<file path="config.mk">
export PLATFORM = sky130hd
export DESIGN_NAME = mips_multicycle_ctrl_flat
export DESIGN_NICKNAME = d
export VERILOG_FILES = /design/src/rtl/mips_multicycle_ctrl_if.sv /design/src/rtl/mips_multicycle_ctrl.sv /design/src/flat_wrapper.sv
export SDC_FILE = /design/constraint.sdc
export NUM_CORES = 1
export LEC_CHECK = 0
export CORE_AREA = 3 3 86 88
export CTS_BUF_LIST = sky130_fd_sc_hd__clkbuf_4
export DETAILED_ROUTE_END_ITERATION = 10
export DIE_AREA = 0 0 89 91
export PLACE_DENSITY = 0.79
export REMOVE_ABC_BUFFERS = 1
export SLEW_MARGIN = 20
export SYNTH_ARGS = -nofsm -noshare
export SYNTH_HDL_FRONTEND = slang
export SYNTH_SLANG_ARGS = --single-unit
</file>
<file path="constraint.sdc">
create_clock -name clk -period 2.9 [get_ports clk]
set_input_delay 0.435 -clock clk [delete_from_list [all_inputs] [get_ports clk]]
set_output_delay 0.435 -clock clk [all_outputs]
set_load 0.02 [all_outputs]
</file>
<file path="src/rtl/mips_multicycle_ctrl_if.sv">
// Datapath/memory-facing signal bundle of the multicycle MIPS controller.
// The controller side uses the master modport; the datapath/memory side uses slave.
interface mips_multicycle_ctrl_if #(
    parameter int CNT_WIDTH = 32
);
    logic [5:0]           OpCode;
    logic [5:0]           funct;
    logic                 imem_ready;
    logic                 dmem_ready;
    logic                 RegDst;
    logic                 Jump;
    logic                 Branch;
    logic                 MemRead;
    logic                 MemToReg;
    logic                 MemWrite;
    logic                 ALUSrc;
    logic                 RegWrite;
    logic                 Link;
    logic                 JR;
    logic                 PC_en;
    logic [1:0]           ALUOp;
    logic [2:0]           state;
    logic                 illegal_instr;
    logic                 mem_error;
    logic [CNT_WIDTH-1:0] instr_count;

    modport master (
        input  OpCode, funct, imem_ready, dmem_ready,
        output RegDst, Jump, Branch, MemRead, MemToReg, MemWrite, ALUSrc,
               RegWrite, Link, JR, PC_en, ALUOp, state, illegal_instr,
               mem_error, instr_count
    );

    modport slave (
        output OpCode, funct, imem_ready, dmem_ready,
        input  RegDst, Jump, Branch, MemRead, MemToReg, MemWrite, ALUSrc,
               RegWrite, Link, JR, PC_en, ALUOp, state, illegal_instr,
               mem_error, instr_count
    );
endinterface

</file>
<file path="src/rtl/mips_multicycle_ctrl.sv">
// Multicycle MIPS sequencing controller: steps each instruction through
// FETCH/DECODE/EXEC/MEM/WB and drives the datapath control strobes.
module mips_multicycle_ctrl #(
    parameter int MEM_TIMEOUT = 16,
    parameter int CNT_WIDTH   = 32
) (
    input  logic                   clk,
    input  logic                   reset,
    mips_multicycle_ctrl_if.master bus
);
    typedef enum logic [2:0] {
        FETCH  = 3'd0,
        DECODE = 3'd1,
        EXEC   = 3'd2,
        MEM    = 3'd3,
        WB     = 3'd4
    } state_t;

    localparam logic [5:0] OP_RTYPE = 6'b000000;
    localparam logic [5:0] OP_LW    = 6'b100011;
    localparam logic [5:0] OP_SW    = 6'b101011;
    localparam logic [5:0] OP_BEQ   = 6'b000100;
    localparam logic [5:0] OP_ADDI  = 6'b001000;
    localparam logic [5:0] OP_J     = 6'b000010;
    localparam logic [5:0] OP_JAL   = 6'b000011;
    localparam logic [5:0] FN_JR    = 6'b001000;
    localparam int         WAIT_W   = (MEM_TIMEOUT > 1) ? $clog2(MEM_TIMEOUT) : 1;

    typedef struct packed {
        logic       reg_dst;
        logic       jump;
        logic       branch;
        logic       mem_read;
        logic       mem_write;
        logic       mem_to_reg;
        logic       alu_src;
        logic       reg_write;
        logic       link;
        logic       jr;
        logic [1:0] alu_op;
        logic       legal;
    } dec_t;

    function automatic dec_t decode(input logic [5:0] op, input logic [5:0] fn);
        dec_t d;
        d       = '0;
        d.legal = 1'b1;
        case (op)
            OP_RTYPE: begin
                d.reg_dst = 1'b1;
                d.alu_op  = 2'b10;
                if (fn == FN_JR) d.jr = 1'b1;
                else             d.reg_write = 1'b1;
            end
            OP_LW:   begin d.alu_src = 1'b1; d.mem_to_reg = 1'b1; d.mem_read = 1'b1; d.reg_write = 1'b1; end
            OP_SW:   begin d.alu_src = 1'b1; d.mem_write = 1'b1; end
            OP_BEQ:  begin d.branch = 1'b1; d.alu_op = 2'b01; end
            OP_ADDI: begin d.alu_src = 1'b1; d.reg_write = 1'b1; end
            OP_J:    d.jump = 1'b1;
            OP_JAL:  begin d.jump = 1'b1; d.link = 1'b1; d.reg_write = 1'b1; end
            default: d.legal = 1'b0;
        endcase
        return d;
    endfunction

    state_t               st, nxt_state;
    logic [5:0]           op_q, funct_q, nxt_op, nxt_fn;
    logic                 abort_q, nxt_abort;
    logic [WAIT_W-1:0]    wait_q, nxt_wait;
    logic [CNT_WIDTH-1:0] cnt_q;
    logic                 is_mem, busy, in_mem, in_wb;
    dec_t                 nd;

    assign is_mem          = (op_q == OP_LW) || (op_q == OP_SW);
    assign bus.state       = st;
    assign bus.instr_count = cnt_q;

    always_comb begin
        nxt_state = st;
        nxt_op    = op_q;
        nxt_fn    = funct_q;
        nxt_abort = abort_q;
        nxt_wait  = wait_q;
        case (st)
            FETCH: if (bus.imem_ready) begin
                nxt_state = DECODE;
                nxt_op    = bus.OpCode;
                nxt_fn    = bus.funct;
                nxt_abort = 1'b0;
            end
            DECODE: nxt_state = decode(op_q, funct_q).legal ? EXEC : WB;
            EXEC: begin
                nxt_state = is_mem ? MEM : WB;
                nxt_wait  = '0;
            end
            MEM: begin
                if (bus.dmem_ready) begin
                    nxt_state = WB;
                end else if (MEM_TIMEOUT > 0 && wait_q == WAIT_W'(MEM_TIMEOUT - 1)) begin
                    nxt_state = WB;
                    nxt_abort = 1'b1;
                end else begin
                    nxt_wait = wait_q + 1'b1;
                end
            end
            default: nxt_state = FETCH;
        endcase
        // Outputs are registered, so they are decoded for the state being entered.
        nd     = decode(nxt_op, nxt_fn);
        busy   = (nxt_state != FETCH);
        in_mem = (nxt_state == MEM);
        in_wb  = (nxt_state == WB);
    end

    always_ff @(posedge clk) begin
        op_q    <= nxt_op;
        funct_q <= nxt_fn;
        if (!reset) begin
            st                <= FETCH;
            cnt_q             <= '0;
            wait_q            <= '0;
            abort_q           <= 1'b0;
            bus.RegDst        <= 1'b0;
            bus.Jump          <= 1'b0;
            bus.Branch        <= 1'b0;
            bus.MemRead       <= 1'b0;
            bus.MemToReg      <= 1'b0;
            bus.MemWrite      <= 1'b0;
            bus.ALUSrc        <= 1'b0;
            bus.RegWrite      <= 1'b0;
            bus.Link          <= 1'b0;
            bus.JR            <= 1'b0;
            bus.PC_en         <= 1'b0;
            bus.ALUOp         <= 2'b00;
            bus.illegal_instr <= 1'b0;
            bus.mem_error     <= 1'b0;
        end else begin
            st      <= nxt_state;
            wait_q  <= nxt_wait;
            abort_q <= nxt_abort;
            if (in_wb) cnt_q <= cnt_q + 1'b1;
            bus.RegDst        <= busy && nd.reg_dst;
            bus.Jump          <= busy && nd.jump;
            bus.Branch        <= busy && nd.branch;
            bus.MemToReg      <= busy && nd.mem_to_reg;
            bus.ALUSrc        <= busy && nd.alu_src;
            bus.Link          <= busy && nd.link;
            bus.JR            <= busy && nd.jr;
            bus.ALUOp         <= busy ? nd.alu_op : 2'b00;
            bus.MemRead       <= in_mem && nd.mem_read;
            bus.MemWrite      <= in_mem && nd.mem_write;
            // An aborted memory access must not commit a register write.
            bus.RegWrite      <= in_wb && nd.reg_write && !nxt_abort;
            bus.PC_en         <= in_wb;
            bus.illegal_instr <= in_wb && !nd.legal;
            bus.mem_error     <= in_wb && nxt_abort;
        end
    end
endmodule

</file>
<file path="src/flat_wrapper.sv">
// flat-port wrapper written by rule: the top's interface ports become plain ports
module mips_multicycle_ctrl_flat 
#(
    parameter int MEM_TIMEOUT = 16,
    parameter int CNT_WIDTH   = 32
)
  (clk, reset, bus_OpCode, bus_funct, bus_imem_ready, bus_dmem_ready, bus_RegDst, bus_Jump, bus_Branch, bus_MemRead, bus_MemToReg, bus_MemWrite, bus_ALUSrc, bus_RegWrite, bus_Link, bus_JR, bus_PC_en, bus_ALUOp, bus_state, bus_illegal_instr, bus_mem_error, bus_instr_count);
  mips_multicycle_ctrl_if #(.CNT_WIDTH(CNT_WIDTH)) bus_i ();
  input  logic clk;
  input  logic reset;
  input wire logic [$bits(bus_i.OpCode)-1:0] bus_OpCode;
  input wire logic [$bits(bus_i.funct)-1:0] bus_funct;
  input wire logic [$bits(bus_i.imem_ready)-1:0] bus_imem_ready;
  input wire logic [$bits(bus_i.dmem_ready)-1:0] bus_dmem_ready;
  output wire logic [$bits(bus_i.RegDst)-1:0] bus_RegDst;
  output wire logic [$bits(bus_i.Jump)-1:0] bus_Jump;
  output wire logic [$bits(bus_i.Branch)-1:0] bus_Branch;
  output wire logic [$bits(bus_i.MemRead)-1:0] bus_MemRead;
  output wire logic [$bits(bus_i.MemToReg)-1:0] bus_MemToReg;
  output wire logic [$bits(bus_i.MemWrite)-1:0] bus_MemWrite;
  output wire logic [$bits(bus_i.ALUSrc)-1:0] bus_ALUSrc;
  output wire logic [$bits(bus_i.RegWrite)-1:0] bus_RegWrite;
  output wire logic [$bits(bus_i.Link)-1:0] bus_Link;
  output wire logic [$bits(bus_i.JR)-1:0] bus_JR;
  output wire logic [$bits(bus_i.PC_en)-1:0] bus_PC_en;
  output wire logic [$bits(bus_i.ALUOp)-1:0] bus_ALUOp;
  output wire logic [$bits(bus_i.state)-1:0] bus_state;
  output wire logic [$bits(bus_i.illegal_instr)-1:0] bus_illegal_instr;
  output wire logic [$bits(bus_i.mem_error)-1:0] bus_mem_error;
  output wire logic [$bits(bus_i.instr_count)-1:0] bus_instr_count;
  assign bus_i.OpCode = bus_OpCode;
  assign bus_i.funct = bus_funct;
  assign bus_i.imem_ready = bus_imem_ready;
  assign bus_i.dmem_ready = bus_dmem_ready;
  assign bus_RegDst = bus_i.RegDst;
  assign bus_Jump = bus_i.Jump;
  assign bus_Branch = bus_i.Branch;
  assign bus_MemRead = bus_i.MemRead;
  assign bus_MemToReg = bus_i.MemToReg;
  assign bus_MemWrite = bus_i.MemWrite;
  assign bus_ALUSrc = bus_i.ALUSrc;
  assign bus_RegWrite = bus_i.RegWrite;
  assign bus_Link = bus_i.Link;
  assign bus_JR = bus_i.JR;
  assign bus_PC_en = bus_i.PC_en;
  assign bus_ALUOp = bus_i.ALUOp;
  assign bus_state = bus_i.state;
  assign bus_illegal_instr = bus_i.illegal_instr;
  assign bus_mem_error = bus_i.mem_error;
  assign bus_instr_count = bus_i.instr_count;
  mips_multicycle_ctrl #(.MEM_TIMEOUT(MEM_TIMEOUT), .CNT_WIDTH(CNT_WIDTH)) u_core (.clk(clk), .reset(reset), .bus(bus_i));
endmodule
</file>
==> flow_summary.yaml <==
critical_path:
  worst-setup-path-type: "flop to flop"
  critical_path.max_fanout: 24
  start_kind: "flop"
  required_ps: 3240
  critPathArrivalTime_ps: 2820
  cp-end-kind: "flop"
global_route:
  grt_overflow: 0
  groute.usage.overall_pct: 18.4
  grt_max_degree: 28
  antenna_found_initial: 0
  first_global_vias: 2695
  grt_pass1_wl_um: 11900
cts:
  htree_levels: 3
  cts_hold_buf: 0
  numClockSinks: 67
  clk_path_buf_depth: 2
  cts-root-buf: "clkbuf_4"
  cts_buffers: 9
  cts-resized-gates: 0
  clkLatencyLatePin_ps: 410
  path_clk_slew_ps: 120
  post-cts-setup-buffers: 0
  tritoncts: "done"
logic_synthesis:
  synth_cells: 361
  syn_area_per_cell_um2: 8.28
  synth_mux_area_share_pct: 0.670
  synth_edf_count: 0
  synth-simple-area-share_pct: 29.9
  async_reset_ff_share_pct: 0
  synthFlopType: "dfxtp_1"
  ys_ff_latch: 67
  ys_seq_area_share_pct: 44.9
  synth-adder-area-share_pct: 0.838
  synth_cell_type_count: 50
  synth-xor-area-share_pct: 4.69
  yosys_warnings: 0
  synth_compound_area_share_pct: 15.8
  synth_top_family_by_area: "simple AND/OR/NAND/NOR gates"
  netlist_area_um2: 2990
power_and_ir_drop:
  power_mw: 2.10
  power.density_nw_per_um2: 537
  vdd_ir_drop_max_uv: 325
  p_leak_nw: 1.38
route:
  wl_per_cell_um: 14.1
  via_count: 2834
  drc: 0
  finalWirelength_um: 7260
  viasPerCell: 5.51
  drtIter0Drc: 148
  first_pass_iters: 4
  ant_nets: 0
timing:
  rsz0062_at_grt: "no"
  slew_headroom_pct: 44.3
  slew_viol_final: 0
  finalHoldViolations: 0
  fin_crit_ps: 2480
  tightest_slew_ps: 825
  fmax_mhz: 403
  setup_viol: 0
  fin_crit_sh_pct: 85.6
  finalHoldWorstSlack_ps: 452
  skew_ps: 20.3
floorplan:
  die_y_um: 91
  core_area_um2: 6720
  core.rowCount: 30
  start_util_pct: 44.5
  top_level_ports: 66
  die-area_um2: 8100
  die_width_um: 89
placement:
  dp_hpwl_um: 5230
  io_buffers: 65
  placed_cells: 498
  routabilityCongestion: 0.807
  dpl_cell_area_um2: 3740
layout:
  area_delta_synth_final_pct: 30.8
  final_area_um2: 3910
  n_antenna_cell: 0
  final_cells: 514
  drive_gt1_share_pct: 6.91
  fin_util_pct: 58.2
  nets: 447
min_path:
  worstHoldPathType: "flop to flop"
outcome:
  run_status: "complete, no violations"
job:
  drv_cap: 0
==> cell usage in the layout (no fill, tap or decap), types with 5 or more instances in the layout <==
| cell | n |
|---|---|
| a211oi_1 | 7 |
| a21oi_1 | 22 |
| and3_1 | 5 |
| buf_4 | 5 |
| clkbuf_4 | 9 |
| clkdlybuf4s50_1 | 65 |
| dfxtp_1 | 67 |
| inv_1 | 9 |
| nand2_1 | 56 |
| nand2b_1 | 6 |
| nand3_1 | 15 |
| nand4_1 | 7 |
| nor2_1 | 40 |
| nor3_1 | 9 |
| o211ai_1 | 5 |
| o21ai_0 | 13 |
| o31ai_1 | 6 |
| or3_1 | 7 |
| or4_1 | 10 |
| xnor2_1 | 11 |
| xor2_1 | 5 |
==> cell families (layout without fill, tap and decap cells) <==
| logic type | Yosys count | after routing |
|---|---|---|
| muxes | 2 | 2 |
| buffers and inverters | 23 | 96 |
| and+or+nand+nor | 179 | 179 |
| DFF | 67 | 67 |
| AOI/OAI and AO/OA | 72 | 72 |
| xor gates and xnor gates | 16 | 16 |
| adders and majority gates | 2 | 2 |
==> synthesized netlist by cell type, drive strengths merged (2+ instances only) <==
cell | n | area share (%)
nand4 | 7 | 1.5
nor4 | 2 | 0.42
clkbuf | 12 | 1.5
or4 | 10 | 2.5
a2111oi | 3 | 0.88
o31ai | 6 | 1.5
or4b | 3 | 1.0
nand2b | 6 | 1.3
xor2 | 5 | 1.5
dfxtp | 67 | 45
xnor2 | 11 | 3.2
nand2 | 56 | 7.0
inv | 9 | 1.1
o21ai | 14 | 2.3
nor2 | 41 | 5.2
ha | 2 | 0.84
and4b | 2 | 0.67
nor3 | 9 | 1.5
o211ai | 5 | 1.3
a31oi | 4 | 1.0
mux2i | 2 | 0.67
buf | 2 | 0.54
or2 | 4 | 0.84
and2 | 4 | 0.84
a21oi | 22 | 3.7
and3 | 5 | 1.0
nor4b | 2 | 0.59
a211o | 2 | 0.59
o211a | 2 | 0.67
nand3 | 15 | 2.5
a211oi | 7 | 1.8
or3 | 7 | 1.5
==> state kept, by name, summed over array words and instances, names as in the netlist, 2 cells and up <==
signal,count
u_core.bus.ALUOp,2
u_core.bus.instr_count,32
u_core.bus.state,3
u_core.funct_q,6
u_core.op_q,6
u_core.wait_q,4
==> report_power, final <==
group	switching [mW]	internal, mW
combinational	0.188	0.145
clock	0.359	0.355
sequential	0.0715	0.979
==> per-stage QoR <==
stage | worst slack, ps | setup TNS, ps
2_1_floorplan | -473 | -3230
3_3_place_gp | 232 | 0
3_5_place_dp | 171 | 0
4_1_cts | 431 | 0
5_1_grt | 249 | 0
6_report | 418 | 0
==> per-layer routing <==
metal / share of wire, % / vias up / track usage [%]
met5: 0 / - / 0
met4: 0.94 / 0 / 5.21
met3: 5.8 / 7 / 5.26
met2: 49 / 90 / 31.7
met1: 44 / 1308 / 21.9
li1: - / 1429 / -
==> path summary, 6_finish.rpt <==
check,from,end,slack (ps),cells after the start
max reg2reg,u_core.wait_q[1],u_core.bus.instr_count[29],420,7
max,u_core.wait_q[1],u_core.bus.instr_count[29],420,7
min reg2reg,u_core.funct_q[5],u_core.funct_q[5],450,2
min,u_core.funct_q[5],u_core.funct_q[5],450,2
==> critical path, cell delays in order, from the launching register on <==
cell and delay (ps):
dfxtp_1 380, ha_1 200, and3_1 200, o32a_1 190, a22oi_1 100, a211o_1 580, or4_1 590, a21oi_1 150
==> cell type report <==
type,instances,area (µm²)
Multi-Input combinational cell,271,1560
Timing Repair Buffer,71,708
Fill cell,603,2810
Inverter,9,33.8
Tap cell,80,100
Sequential cell,67,1340
Clock buffer,9,67.6
Clock inverter,7,100
(Power assumes the default switching activity.)
